### src/rtl/digital_tube_scan.sv
// Eight-digit multiplexed hex display driver with optional leading-zero blanking.
// One-cycle registered outputs; no backpressure, writes are accepted every cycle.
// Each digit slot is held for SCAN_DIV clock cycles.
module digital_tube_scan #(
    parameter int unsigned SCAN_DIV = 100000
) (
    input  logic        clk,
    input  logic        rst,
    input  logic        wen,
    input  logic [31:0] wdata,
    input  logic        blank_lz,
    output logic [7:0]  seg,
    output logic [7:0]  an
);

    localparam int unsigned CW = (SCAN_DIV > 1) ? $clog2(SCAN_DIV) : 1;

    logic [CW-1:0] presc;
    logic          tick;
    logic [2:0]    idx;
    logic [31:0]   value;
    logic [3:0]    nib;
    logic [31:0]   upper;
    logic          blank;
    logic [7:0]    seg_nxt;
    logic [7:0]    an_nxt;

    function automatic logic [7:0] hex_seg(input logic [3:0] n);
        logic [7:0] s;
        case (n)
            4'h0: s = 8'hC0;
            4'h1: s = 8'hF9;
            4'h2: s = 8'hA4;
            4'h3: s = 8'hB0;
            4'h4: s = 8'h99;
            4'h5: s = 8'h92;
            4'h6: s = 8'h82;
            4'h7: s = 8'hF8;
            4'h8: s = 8'h80;
            4'h9: s = 8'h90;
            4'hA: s = 8'h88;
            4'hB: s = 8'h83;
            4'hC: s = 8'hC6;
            4'hD: s = 8'hA1;
            4'hE: s = 8'h86;
            default: s = 8'h8E;
        endcase
        return s;
    endfunction

    assign tick = (presc == CW'(SCAN_DIV - 1));

    always_ff @(posedge clk) begin
        if (rst) begin
            presc <= '0;
            idx   <= '0;
            value <= '0;
        end else begin
            presc <= tick ? '0 : presc + 1'b1;
            if (tick) begin
                idx <= idx + 3'd1;
            end
            if (wen) begin
                value <= wdata;
            end
        end
    end

    // A digit is blanked only when it and every more significant nibble are zero.
    always_comb begin
        nib     = value[{idx, 2'b00} +: 4];
        upper   = value >> {idx, 2'b00};
        blank   = blank_lz && (idx != 3'd0) && (upper == 32'd0);
        seg_nxt = blank ? 8'hFF : hex_seg(nib);
        an_nxt  = ~(8'b1 << idx);
    end

    always_ff @(posedge clk) begin
        if (rst) begin
            seg <= 8'hFF;
            an  <= 8'hFF;
        end else begin
            seg <= seg_nxt;
            an  <= an_nxt;
        end
    end

endmodule

### config.mk
export PLATFORM = sky130hd
export DESIGN_NAME = digital_tube_scan
export DESIGN_NICKNAME = d
export VERILOG_FILES = /design/src/rtl/digital_tube_scan.sv
export SDC_FILE = /design/constraint.sdc
export NUM_CORES = 1
export LEC_CHECK = 0
export CAP_MARGIN = 20
export CELL_PAD_IN_SITES_DETAIL_PLACEMENT = 1
export CELL_PAD_IN_SITES_GLOBAL_PLACEMENT = 2
export CORE_MARGIN = 4
export CORE_UTILIZATION = 30
export CTS_CLUSTER_DIAMETER = 80
export DETAILED_ROUTE_END_ITERATION = 10
export HOLD_SLACK_MARGIN = 0.06
export PLACE_DENSITY = 0.78
export SLEW_MARGIN = 20
export SYNTH_ARGS = -nofsm -noshare
export SYNTH_HDL_FRONTEND = slang
export SYNTH_SLANG_ARGS = --single-unit
### constraint.sdc
create_clock -name clk -period 2.43 [get_ports clk]
set_input_delay 0.486 -clock clk [delete_from_list [all_inputs] [get_ports clk]]
set_output_delay 0.486 -clock clk [all_outputs]
set_load 0.05 [all_outputs]
==> metrics.txt <==
DRT antenna net count=0; Area growth, synth to finish=28.3%; Critical Path RT=2700 ps; Syn Area/Cell=9.56 sq um; Starting Density=0.310; Avg WL per Cell=15.0 um; Routability Congestion=0.804; Top Ports=between 50 and 60; Chip Height=111 um; Setup Slack @ Placement=approximately 66 ps; critical path class=reg -> reg; Setup TNS Final=0 ps; Tcrit/Tclk final=0.925; Net Switching=662 uW; Design Power=2.57 mW; crit path max fanout=7; synth warn=0; global route total overflow=0; number of H-tree levels=3; initial antenna violation count=0; Lkg Pwr=1.71 nW; IO Port Bufs=50; GRT Util Overall=0.134; Worst slew margin=0.656; later-pin clock latency in the skew report=340 ps; RSZ-0062 raised after global routing=no; vias in the first global route=2647; WP buf/inv=1; #FFs+latches synth=67; Worst-Margin Slew=511 ps; Post-Synthesis Cells=between 300 and 400; Distinct cells, synth=47; VDD IR max=0.000201 V; delay of the slowest cell on the worst path=600 ps; Mapped Area=3210 sq um; achievable clock frequency=0.445 GHz; Commonest cells post-synth=nor2_1 (70), dfxtp_1 (67), mux2i_1 (36); Slew Limit Fails=0; DP Area=3910 sq um; hold_buf cts=0; slowest stage cell, crit path=mux4_1; routed wl met2=3.65 mm; total CTS buffers=9; crit path capture type=register; Clk pwr share=0.389; most numerous cell in the Yosys netlist=nor2_1; 1st-pass router iterations=4; CTS Sinks=67; minimum clock period=2250 ps; Core Footprint=10400 sq um; share of cells above drive strength 1=0.113; Vias=2581; full die area=12400 sq um; post-synth top area cell=dfxtp_1; Data arrival, critical path=2520 ps; Worst Skew=6.30 ps; Sw Share=0.258; global-route wire length before repair=13.5 mm; Power Dens Cells=623 nW/um^2; Logic pwr share=0.149; Flop pwr share=0.462; Detailed Place HPWL=between 6 and 7 mm; Setup crit start kind=register; Top Layer Used=met4; Detailed Route Iter0 Violations=52; crit path cell chain=buf_4, mux4_1, mux2i_2, and2_2, a41oi_2, a21oi_4, o21bai_1; met3 WL=351 um; PnR worst setup slack=183 ps; Via density=4.82; P_int=1.91 mW; Rows=37; delay-heaviest family, CP=multiplexers; Post-synth EDFFs=0; Max Root-Sink Buffers=2; ys async rst share=0; top cell type's share of synthesized area=0.417; synth top area cells=dfxtp_1 (42%), mux2i_1 (11%), nor2_1 (8.2%); Inserted Diodes=0; Final Hold Viols=0; class of the worst hold path=reg -> reg; fin nets=443; Root Driver=clkbuf_8; Worst-path clk slew=around 70 ps; TritonCTS clock tree=done; Hold Slack=470 ps; setup violators final=0; outcome=finished, final reports clean; Most used DFF post-synth=dfxtp_1; M1 WL=3.94 mm; largest net degree at the start of global routing=21; total wire length after detailed routing=8.04 mm; Net Count, Synth=384; residual DRC count=0; Seq/Total Area, Yosys=0.417; Max Cap Violations=0; Die Width=around 110 um; final instance area=~4100 sq um
-- what timing repair did --
| item | in CTS | in global routing |
|---|---|---|
| buffers inserted | 0 | 0 |
| setup endpoints to repair | 0 | 7 |
| gates resized for setup | 0 | 3 |
-- power groups by stage --
stage / combinational [mW] / sequential (mW) / clock [mW]
4_1_cts: 0.386 / 1.19 / 1.04
2_1_floorplan: 0.186 / 1.25 / 0
3_5_place_dp: 0.385 / 1.21 / 0
3_3_place_gp: 0.380 / 1.21 / 0
5_1_grt: 0.417 / 1.19 / 1.09
6_report: 0.382 / 1.19 / 0.999
-- layout make-up --
| cell class | instances | area, sq um |
|---|---|---|
| Fill cell | 1228 | 6250 |
| Multi-Input combinational cell | 240 | 1740 |
| Sequential cell | 67 | 1340 |
| Timing Repair Buffer | 66 | 619 |
| Tap cell | 136 | 170 |
| Clock buffer | 11 | 131 |
| Clock inverter | 5 | 77.6 |
| Inverter | 11 | 41.3 |
-- state kept, by name, summed over array words and instances, names as in the netlist --
| signal | flops |
|---|---|
| value | 32 |
| presc | 17 |
| an | 8 |
| seg | 7 |
| idx | 3 |
-- per-layer routing --
layer,global-route usage,vias up
met5,0,-
met1,0.175,1241
met2,0.215,47
li1,-,1286
met3,0.0386,7
met4,0.0414,0
-- kinds of logic after synthesis --
| kind of cell | Yosys count | synth area share |
|---|---|---|
| xor gates and xnor gates | 16 | 0.0436 |
| adders and majority gates | 12 | 0.0467 |
| buffers and inverters | 29 | 0.0409 |
| AOI/OAI and AO/OA | 28 | 0.0775 |
| other | 1 | 0.00117 |
| DFF | 67 | 0.417 |
| and+or+nand+nor | 137 | 0.191 |
| muxes | 46 | 0.182 |
-- cell usage in the layout, fill, tap and decap left out, types with 4 or more instances in the layout --
master and n:
xor2_1 10, o21ai_0 4, nor3_1 10, mux4_1 5
dfxtp_1 65, xnor2_1 6, clkdlybuf4s50_1 49, nor2_1 70
clkbuf_8 9, ha_1 12, nand2_1 21, inv_1 10
mux2i_1 36, buf_4 15, nand4_1 6, a211oi_1 4
nand3_1 12, nor4_1 4
-- worst paths after layout --
kind         startpoint  endpoint  slack [ps]  cells after the start
max reg2reg      idx[0]    seg[0]         180                      7
min reg2reg    presc[0]  presc[0]         470                      1
min            presc[0]  presc[0]         470                      1
max              idx[0]    seg[0]         180                      7
-- per-stage QoR --
step                std cells   util
global route              536  0.398
finish                    536  0.398
CTS                       536  0.397
detailed placement        520  0.377
global placement          520  0.377
floorplan                 336      -
No activity file was read; power rests on OpenSTA's default activity.
